<file path="config.mk">
export PLATFORM = sky130hd
export DESIGN_NAME = byte_calc_core
export DESIGN_NICKNAME = d
export VERILOG_FILES = /design/src/rtl/byte_calc_core.sv
export SDC_FILE = /design/constraint.sdc
export NUM_CORES = 1
export LEC_CHECK = 0
export CAP_MARGIN = 25
export CORE_ASPECT_RATIO = 0.9
export CORE_UTILIZATION = 51
export CTS_CLUSTER_DIAMETER = 40
export DETAILED_ROUTE_END_ITERATION = 7
export PLACE_DENSITY = 0.79
export SLEW_MARGIN = 15
export SYNTH_ARGS = -nofsm -noshare
export SYNTH_HDL_FRONTEND = slang
export SYNTH_SLANG_ARGS = --single-unit
</file>
<file path="constraint.sdc">
create_clock -name clk12m -period 2.6 [get_ports clk12m]
set_input_delay 0.39 -clock clk12m [delete_from_list [all_inputs] [get_ports clk12m]]
set_output_delay 0.39 -clock clk12m [all_outputs]
set_load 0.01 [all_outputs]
</file>
<file path="src/rtl/byte_calc_core.sv">
// Serial-byte calculator: collects operand A, operand B and an operator byte from the UART
// receiver, shows {flag,result} on the LEDs and optionally echoes the result byte to the transmitter.
module byte_calc_core #(
    parameter int WIDTH = 4,
    parameter int ECHO  = 1
) (
    input  logic             clk12m,
    input  logic             rst_n,
    input  logic [7:0]       rx_data,
    input  logic             rx_data_rdy,
    input  logic             tx_busy,
    output logic [7:0]       tx_data,
    output logic             tx_data_rdy,
    output logic [WIDTH:0]   leds,
    output logic             err
);

    localparam logic [7:0] CH_ESC   = 8'h1B;
    localparam logic [7:0] CH_PLUS  = 8'h2B;
    localparam logic [7:0] CH_MINUS = 8'h2D;
    localparam logic [7:0] CH_AND   = 8'h26;
    localparam logic [7:0] CH_OR    = 8'h7C;

    typedef enum logic [2:0] {
        WAIT_A,
        WAIT_B,
        WAIT_OP,
        COMPUTE,
        TX
    } state_t;

    typedef enum logic [1:0] {
        OP_ADD,
        OP_SUB,
        OP_AND,
        OP_OR
    } op_t;

    state_t           state, state_next;
    op_t              op, op_dec;
    logic [WIDTH-1:0] a, b;
    logic [WIDTH:0]   res;
    logic             is_esc, byte_in, op_valid;
    logic             load_a, load_b, load_op, load_leds, clr_ab, err_next, tx_fire;

    assign is_esc  = rx_data_rdy && (rx_data == CH_ESC);
    assign byte_in = rx_data_rdy && !is_esc;

    always_comb begin
        // NOTE: every combinational output gets a default first so no path can infer a latch.
        op_valid = 1'b1;
        op_dec   = OP_ADD;
        case (rx_data)
            CH_PLUS:  op_dec = OP_ADD;
            CH_MINUS: op_dec = OP_SUB;
            CH_AND:   op_dec = OP_AND;
            CH_OR:    op_dec = OP_OR;
            default:  op_valid = 1'b0;
        endcase
    end

    // The subtract borrow falls out of the extra top bit of the WIDTH+1 difference.
    always_comb begin
        res = '0;
        case (op)
            OP_ADD: res = {1'b0, a} + {1'b0, b};
            OP_SUB: res = {1'b0, a} - {1'b0, b};
            OP_AND: res = {1'b0, a & b};
            OP_OR:  res = {1'b0, a | b};
            default: res = '0;
        endcase
    end

    always_comb begin
        state_next = state;
        load_a     = 1'b0;
        load_b     = 1'b0;
        load_op    = 1'b0;
        load_leds  = 1'b0;
        clr_ab     = 1'b0;
        err_next   = 1'b0;
        tx_fire    = 1'b0;
        if (is_esc) begin
            state_next = WAIT_A;
            clr_ab     = 1'b1;
        end else begin
            case (state)
                WAIT_A: if (byte_in) begin
                    load_a     = 1'b1;
                    state_next = WAIT_B;
                end
                WAIT_B: if (byte_in) begin
                    load_b     = 1'b1;
                    state_next = WAIT_OP;
                end
                WAIT_OP: if (byte_in) begin
                    if (op_valid) begin
                        load_op    = 1'b1;
                        state_next = COMPUTE;
                    end else begin
                        err_next   = 1'b1;
                        state_next = WAIT_A;
                    end
                end
                COMPUTE: begin
                    load_leds  = 1'b1;
                    err_next   = byte_in;
                    state_next = (ECHO != 0) ? TX : WAIT_A;
                end
                TX: begin
                    err_next = byte_in;
                    if (!tx_busy) begin
                        tx_fire    = 1'b1;
                        state_next = WAIT_A;
                    end
                end
                default: state_next = WAIT_A;
            endcase
        end
    end

    // The strobe is combinational on tx_busy so the byte is offered in the very first idle cycle.
    assign tx_data_rdy = (ECHO != 0) && tx_fire;

    always_comb begin
        tx_data = '0;
        if (tx_data_rdy) tx_data[WIDTH:0] = leds;
    end

    always_ff @(posedge clk12m or negedge rst_n) begin
        if (!rst_n) begin
            state <= WAIT_A;
            op    <= OP_ADD;
            a     <= '0;
            b     <= '0;
            leds  <= '0;
            err   <= 1'b0;
        end else begin
            // NOTE: sequential state uses non-blocking assignments so all registers update together.
            state <= state_next;
            err   <= err_next;
            if (load_op)   op   <= op_dec;
            if (load_leds) leds <= res;
            if (clr_ab) begin
                a <= '0;
                b <= '0;
            end else begin
                if (load_a) a <= rx_data[WIDTH-1:0];
                if (load_b) b <= rx_data[WIDTH-1:0];
            end
        end
    end

endmodule

</file>
==> impl_metrics.toml, run 1 <==
[synthesis]
synth_area_leaders = "dfrtp_1, ha_1, nor2_1"
synth_top_area_frac = 0.350
synth_ff_type = "dfrtp_1"
ys_types = 46
syn_area_sq_um = 1360
synthTopCellsByCount = "dfrtp_1, nor2_1, a21oi_1"
yosysMostFrequentCell = "dfrtp_1"
postSynth.asyncResetShare = 1.00
yosys.area.top_type = "dfrtp_1"
syn_inst = 140
synth_warnings = 0
synth.ff_latch_count = 19
synth-edff-count = 0
yosysSeqAreaShare = 0.350
syn_avg_cell_area_sq_um = 9.71

[pwr]
total_power_mw = 1.73
peakVddDrop_mv = 0.870
p_leak_nw = 0.838
p_switching_mw = 0.713
internal_power_mw = 1.02
power.density_nw_per_um2 = 985
power_frac_comb = 0.583
clkPwrFrac = 0.092
netSwitchingFraction = 0.412
seqPwrFrac = 0.325

[timing]
min_period_ns = 2.51
fmax_ghz = 0.398
fin_tns_setup_ns = 0
finalSetupViolations = 0
finalWorstSetupSlack_ns = 0.0906
skew_ns = 0.00662
relSlewSlack = 0.426
grt_setup_unrepaired = "no"
final-hold-violation-count = 0
worst_pin_slew_ns = 0.859
period_share = 0.965
drv_slew = 0

[setup_path]
reg2regPathDepth = 9
path_buf_inv = 4
startpoint = "rx_data[7]"
path_delay_family = "buffers and inverters"
cp-start-kind = "primary input"
cp_slowest_cell = "clkdlybuf4s50_1"
cp-endpoint = "tx_data_rdy"
worst-setup-path-type = "in -> out"
r2r_slack_ns = 0.32
cp_max_fo = 6
critical_path.reg2reg.endpoint = "leds[4]"
worst-path-stages = 7
arrival_ns = 2.12
r2r-start = "b[0]"
cp_cell_sequence = "clkdlybuf4s50_1, nand4bb_4, nor2_2, a211oi_1, buf_4, buf_4, clkdlybuf4s50_1"
worstPathRequired_ns = 2.21
worstSetupEndpointType = "primary output"
max_stage_delay_ns = 0.52

[global_routing]
grt_pass1_wl_mm = 5.01
grt_max_degree = 20
antenna_found_initial = 0
grtUsageTotal = 0.228
first_global_vias = 1069
gr-total-overflow = 0

[finish]
final-seq-area_sq_um = 475
diodes = 0
multi_input_area_sq_um = 843
n_fill_cell = 199
area_growth_pct = 29.0
num-nets-final = 197
drive_gt1_frac = 0.188

[placed_design]
port_buffers = 23
hpwlAfterDp_mm = 2.28
gp_congestion = 0.856
dp_slack_ns = -0.00441

[clocking]
cts_num_sinks = 19
hold_buffers = 0
clk_latency_ns = 0.31
cts_root_buf = "clkbuf_4"
cts-htree-levels = 1
tritoncts = "done"
cts.path.max_buffers = 2
cts_made_buffers = 3
path_clk_slew_ns = 0.12

[detailed_routing]
num_vias = 1127
ant_nets = 0
routed_wl_mm = 2.90
route.detailed.drc = 0
drt-initial-drc-count = 36
viasPerCell = 5.52
dr.pass1.iters = 4
wl_per_cell_um = 14.2

[floorplanning]
std_cell_rows = 17
coreArea_sq_um = 2490
dieHeight_um = 51.0
io_pins = 27
fp.dieW_um = 56.4
initial_core_util = 0.547
die-area_sq_um = 2880

[worst_hold_path]
whs_path_depth = 1
hp-class = "reg -> reg"

[run]
max-cap-violations = 0

[status]
status = "finished clean"
registers in the layout (all words and copies together), names as in the netlist:
signal	cells
leds	5
a	4
err	1
state	3
b	4
op	2
timing repair:
item	in CTS	in global routing
setup endpoints to repair	1	5
resized for setup	1	5
cloned	0	0
endpoints found under the hold margin	0	0
buffers inserted	0	1
power groups by stage:
stage	Sequential [mW]	Combinational, mW	Clock, mW
3_5_place_dp	0.569	1.00	0
3_3_place_gp	0.560	0.970	0
2_1_floorplan	0.536	0.744	0
5_1_grt	0.588	1.15	0.172
6_report	0.562	1.01	0.158
4_1_cts	0.562	1.01	0.163
cell families after synthesis:
group	count (synthesis)	synth area share
DFF	19	0.350
other	1	0.00276
adders and majority gates	9	0.0865
buffers and inverters	14	0.0478
and+or+nand+nor	50	0.226
AOI/OAI and AO/OA	33	0.183
xor gates and xnor gates	5	0.0322
muxes	9	0.0718
cells in the final DEF (no fill, tap or decap), types with 3 or more instances in the layout:
cell and count:
dfrtp_1 19, clkdlybuf4s50_1 18, nor2_1 15, buf_4 14
a21oi_1 8, inv_1 7, nand2_1 7, ha_1 7
nor3_1 6, and2_1 6, nor2b_1 5, o21ai_0 5
dlymetal6s2s_1 5, xnor2_1 4, mux2_2 4, mux2i_1 3
a32o_1 3, conb_1 3, clkbuf_4 3
worst min-delay path by stage:
stage                      end  slack [ns]  start
after global routing      a[0]        0.57   a[0]
after global placement    a[0]        0.51   a[0]
after floorplan           a[0]        0.09  rst_n
after CTS                 a[0]        0.54   a[0]
after detailed placement  a[0]        0.51   a[0]
final                     a[0]        0.54   a[0]
metal layers:
layer	global-route usage	up-vias	wire, um
met5	0	-	0
met3	0.0304	3	90
li1	-	572	-
met1	0.282	522	1290
met4	0.0732	0	29
met2	0.412	30	1480
per-stage QoR:
stage	hold slack, ns	area, sq um	util	std cells
4_1_cts	0.539	1730	0.697	203
5_1_grt	0.566	1750	0.705	204
3_3_place_gp	0.509	1690	0.680	199
3_5_place_dp	0.513	1690	0.680	199
2_1_floorplan	0.0944	1370	-	142
6_report	0.536	1750	0.705	204
area by class of cell:
cell class              instances  area share
repair buffers                 37       0.198
flip-flops and latches         19       0.271
inverters                       7      0.0150
well taps                      28      0.0200
clock buffers                   4      0.0150
multi-input cells             109       0.481
Note: power is estimated with default switching activity, not from simulation.
==> inputs of run 2 (changes only) <==
Settings changed: GPL_ROUTABILITY_DRIVEN from default to 0, RECOVER_POWER from default to 100.
==> run 2 against run 1 <==
Compared with the run above:
- worst hold slack worse by 0.0029 ns
- clock-buffer cell count unchanged
- sequential cell count stayed put
- global-route usage unchanged
- cell count unchanged
- sequential power is essentially flat
- die area stayed put
- clock skew hardly changed
- critical path depth unchanged
- wire length is 0.93% higher
- sequential share of layout area up 0.78 points
- largest power group unchanged
==> impl_metrics.toml, run 2 (synthesis results as in run 1) <==
[global_routing]
grtUsageTotal = 0.228
grt_pass1_wl_mm = 5.01
first_global_vias = 1069
antenna_found_initial = 0
grt_max_degree = 20
gr-total-overflow = 0

[setup_path]
worstPathRequired_ns = 2.21
arrival_ns = 2.12
reg2regPathDepth = 9
critical_path.reg2reg.endpoint = "leds[4]"
r2r_slack_ns = 0.32
worst-setup-path-type = "in -> out"
cp_max_fo = 6
r2r-start = "b[0]"
worstSetupEndpointType = "primary output"
cp-start-kind = "primary input"

[floorplanning]
dieHeight_um = 51.0
io_pins = 27
die-area_sq_um = 2880
fp.dieW_um = 56.4
initial_core_util = 0.547
coreArea_sq_um = 2490
std_cell_rows = 17

[timing]
period_share = 0.965
fmax_ghz = 0.399
drv_slew = 0
final-hold-violation-count = 0
worst_pin_slew_ns = 0.867
fin_tns_setup_ns = 0
relSlewSlack = 0.420
min_period_ns = 2.51
grt_setup_unrepaired = "no"
skew_ns = 0.00700
finalSetupViolations = 0

[finish]
final_cell_mix = "dfrtp_1, nor2_1, clkdlybuf4s50_1, buf_4, a21oi_1"
largest_reg_flops = 5
diodes = 0
regMostFlops = "leds"
finalInstanceArea_sq_um = 1710
n_fill_cell = 207
layout_commonest_cell = "dfrtp_1"
drive_gt1_frac = 0.153
top_regs = "leds: 5 flops, a: 4 flops, b: 4 flops"
num-nets-final = 197
area_growth_pct = 25.4

[detailed_routing]
wl_per_cell_um = 14.3
routed_wl_mm = 2.92
ant_nets = 0
drt-initial-drc-count = 29
num_vias = 1142
viasPerCell = 5.60
dr.pass1.iters = 4
route.detailed.drc = 0

[pwr]
p_leak_nw = 0.750
power.density_nw_per_um2 = 1000
peakVddDrop_mv = 0.859
total_power_mw = 1.70

[placed_design]
hpwlAfterDp_mm = 2.28
placed_cell_area_sq_um = 1690
port_buffers = 23

[worst_hold_path]
whs_path_depth = 1
holdCritStartpoint = "leds[4]"
hp-class = "reg -> reg"
hold_end = "leds[4]"

[clocking]
cts-htree-levels = 1
cts_num_sinks = 19
cts.path.max_buffers = 2
path_clk_slew_ns = 0.11
clk_latency_ns = 0.31
cts_root_buf = "clkbuf_4"
cts_made_buffers = 3
tritoncts = "done"

[run]
max-cap-violations = 0

[status]
status = "finished clean"
run 2: cell types whose count changed in the layout (fill, tap and decap cells not counted), moves of 3 or more:
cell,previous run,this run
dlymetal6s2s_1,5,1
buf_4,14,11
clkbuf_1,1,4
dlygate4sd3_1,0,7
clkdlybuf4s50_1,18,11
clkdlybuf4s25_1,0,4
run 2: worst max-delay path by stage:
stage,start,to,slack (ns),cells after the start
floorplan,op[0],leds[4],0.36,9
global placement,rx_data[7],tx_data[1],0.07,7
detailed placement,rx_data[7],tx_data[3],-0.004,7
CTS,rx_data[7],tx_data[3],0.04,7
global route,rx_data[7],tx_data_rdy,0.01,7
finish,rx_data[7],tx_data_rdy,0.09,7
run 2: metal layers:
layer,wire length (um),track usage,vias to the layer above
met2,1490,0.412,30
met3,101,0.0304,2
li1,-,-,571
met4,23,0.0732,0
met1,1310,0.282,539
met5,0,0,-
run 2: metrics by stage:
step           hold WS [ns]  setup slack (ns)  std cells   util
6_report              0.533            0.0920        204  0.685
3_3_place_gp          0.509            0.0731        199  0.680
5_1_grt               0.564            0.0137        204  0.685
3_5_place_dp          0.513          -0.00441        199  0.680
4_1_cts               0.539            0.0446        203  0.697
2_1_floorplan        0.0944             0.365        142      -
run 2: worst max-delay path, cell delays in order:
cell and delay (ns):
clkdlybuf4s50_1 0.49, nand4bb_4 0.18, nor2_2 0.06, a211oi_1 0.22
buf_4 0.16, buf_4 0.10, clkdlybuf4s50_1 0.52
run 2: report_power, final:
| group | switching, mW | internal [mW] |
|---|---|---|
| combinational | 0.466 | 0.520 |
| clock | 0.0970 | 0.0599 |
| sequential | 0.145 | 0.416 |
| total | 0.708 | 0.997 |
run 2: area by class of cell:
cell class / instances / area [sq um] / share of cell area
clock buffer: 4 / 26.3 / 0.0154
inverter: 7 / 26.3 / 0.0154
multi-input combinational: 109 / 816 / 0.478
sequential: 19 / 475 / 0.279
tap: 28 / 35.0 / 0.0205
timing repair buffer: 37 / 327 / 0.191
run 2: repair_timing:
| item | in CTS | in global routing |
|---|---|---|
| gates resized for setup | 1 | 5 |
| setup endpoints to repair | 1 | 5 |
| pin swaps | 0 | 0 |
| buffers inserted | 0 | 1 |
| hold buffers | 0 | 0 |
==> inputs of run 3 (changes only) <==
Settings changed: CORE_MARGIN from default to 3, CORE_UTILIZATION 51 to 46, PLACE_DENSITY 0.79 to 0.75, SLEW_MARGIN 15 to 20.
Clock period 2.6 ns to 2.3 ns, I/O delays scaled along.
==> run 3 against run 2 <==
Compared with the run above:
- register-to-register slack got worse by 0.19 ns
- clock-buffer cell count fell by 1
- global-route usage fell by 4.7 points
- largest power group unchanged
- critical path depth did not move
- sequential share of layout area fell by 1.4 points
- sequential power rose by 7.7%
- combinational power rose by 29%
- via count rose by 4.8%
- cell count rose by 9.3%
- critical endpoint is now tx_data[1]
==> impl_metrics.toml, run 3 (synthesis results as in run 1) <==
[timing]
fmax_ghz = 0.459
drv_slew = 0
period_share = 0.946
min_period_ns = 2.18
skew_ns = 0.00408
relSlewSlack = 0.340
final-hold-violation-count = 0
worst_pin_slew_ns = 0.989
finalSetupViolations = 0
finalWorstSetupSlack_ns = 0.124
grt_setup_unrepaired = "no"

[clocking]
path_clk_slew_ns = 0.12
cts_setup_buffers = 0
clk_latency_ns = 0.31
cts_num_sinks = 19
cts.path.max_buffers = 2
hold_buffers = 0
cts-htree-levels = 1
tritoncts = "done"
cts_root_buf = "clkbuf_4"
cts_made_buffers = 3

[pwr]
power.density_nw_per_um2 = 1140
total_power_mw = 2.06
netSwitchingFraction = 0.423
power_frac_comb = 0.619
p_switching_mw = 0.869
p_leak_nw = 0.803
seqPwrFrac = 0.294
internal_power_mw = 1.19
clkPwrFrac = 0.087
peakVddDrop_mv = 0.455

[finish]
n_fill_cell = 244
layout_commonest_cell = "dfrtp_1"
utilization = 0.643
num-nets-final = 204
drive_gt1_frac = 0.219
largest_reg_flops = 5
area_growth_pct = 32.0
final_cell_mix = "dfrtp_1, buf_4, nor2_1"
stdcell_count = 223
diodes = 0
top_regs = "leds: 5 flops, a: 4 flops, b: 4 flops"
regMostFlops = "leds"
finalInstanceArea_sq_um = 1800

[setup_path]
worstPathRequired_ns = 1.96
cp_cell_sequence = "clkdlybuf4s50_1, nand4bb_4, nor2_2, a211oi_1, buf_4, and2_1, dlygate4sd2_1"
cp_slowest_cell = "clkdlybuf4s50_1"
worstSetupEndpointType = "primary output"
arrival_ns = 1.83
cp-start-kind = "primary input"
max_stage_delay_ns = 0.43
worst-setup-path-type = "in -> out"
path_buf_inv = 3
path_delay_family = "buffers and inverters"
cp_max_fo = 6

[floorplanning]
die-area_sq_um = 3650
std_cell_rows = 18
coreArea_sq_um = 2790
fp.dieW_um = 63.3
dieHeight_um = 57.6
io_pins = 27
initial_core_util = 0.487

[detailed_routing]
ant_nets = 0
num_vias = 1197
drt-met1-wl_mm = 1.23
routed_wl_mm = 3.19
wl_met2_mm = 1.68
route.detailed.drc = 0
wl_met3_um = 193
dr.pass1.iters = 4
drt-initial-drc-count = 38
viasPerCell = 5.37
wl_per_cell_um = 14.3
topRoutingLayerUsed = "met4"

[placed_design]
port_buffers = 23
hpwlAfterDp_mm = 2.58
dp.cells = 219
placed_cell_area_sq_um = 1770
dp_slack_ns = -0.196

[global_routing]
grtUsageTotal = 0.180
grt_pass1_wl_mm = 5.18
gr-total-overflow = 0
first_global_vias = 1192
antenna_found_initial = 0
grt_max_degree = 20

[worst_hold_path]
hp-class = "reg -> reg"

[run]
max-cap-violations = 0

[status]
status = "finished clean"
## run 3: changes by cell type in the layout (fill, tap and decap cells not counted), sizes merged
cell           before  now
buf                11   17
dlygate4sd2         0    6
clkdlybuf4s25       4    0
clkdlybuf4s50      11   10
clkinv              0    1
dlymetal6s2s        1    0
## run 3: final timing paths
| kind | startpoint | slack [ns] | cells after the start | end |
|---|---|---|---|---|
| setup / recovery | rx_data[6] | 0.12 | 7 | tx_data[1] |
| hold / removal | leds[0] | 0.54 | 1 | leds[0] |
| setup reg to reg | b[0] | 0.13 | 9 | leds[3] |
| hold reg to reg | leds[0] | 0.54 | 1 | leds[0] |
| max in group asynchronous | rst_n | 1.01 | 2 | b[1] |
| min in group asynchronous | rst_n | 0.70 | 2 | err |
## run 3: layer usage
metal,vias up,global-route usage
met4,0,0.0738
met2,52,0.347
met3,9,0.0157
li1,580,-
met5,-,0
met1,556,0.206
## run 3: per-stage QoR
| step | setup TNS, ns | hold WS (ns) |
|---|---|---|
| detailed placement | -1.07 | 0.523 |
| finish | 0 | 0.536 |
| global route | 0 | 0.572 |
| floorplan | 0 | 0.0494 |
| CTS | 0 | 0.369 |
| global placement | -0.636 | 0.513 |
## run 3: power groups by stage
stage               clock, mW  sequential [mW]  combinational [mW]
floorplan                   0            0.606               0.841
global placement            0            0.602                1.17
detailed placement          0            0.615                1.25
CTS                     0.180            0.607                1.26
global route            0.185            0.626                1.41
finish                  0.179            0.605                1.27
## run 3: layout make-up
cell class | count | area, sq um | area share
Sequential cell | 19 | 475 | 0.265
Inverter | 7 | 26.3 | 0.0146
Timing Repair Buffer | 44 | 365 | 0.203
Multi-Input combinational cell | 109 | 851 | 0.474
Clock inverter | 1 | 5.00 | 0.00279
Clock buffer | 3 | 22.5 | 0.0125
Tap cell | 40 | 50.0 | 0.0279
## run 3: what timing repair did
action / 4_1_cts / 5_1_grt
gates resized for setup: 7 / 4
setup endpoints to repair: 6 / 1
pin swaps: 1 / 0
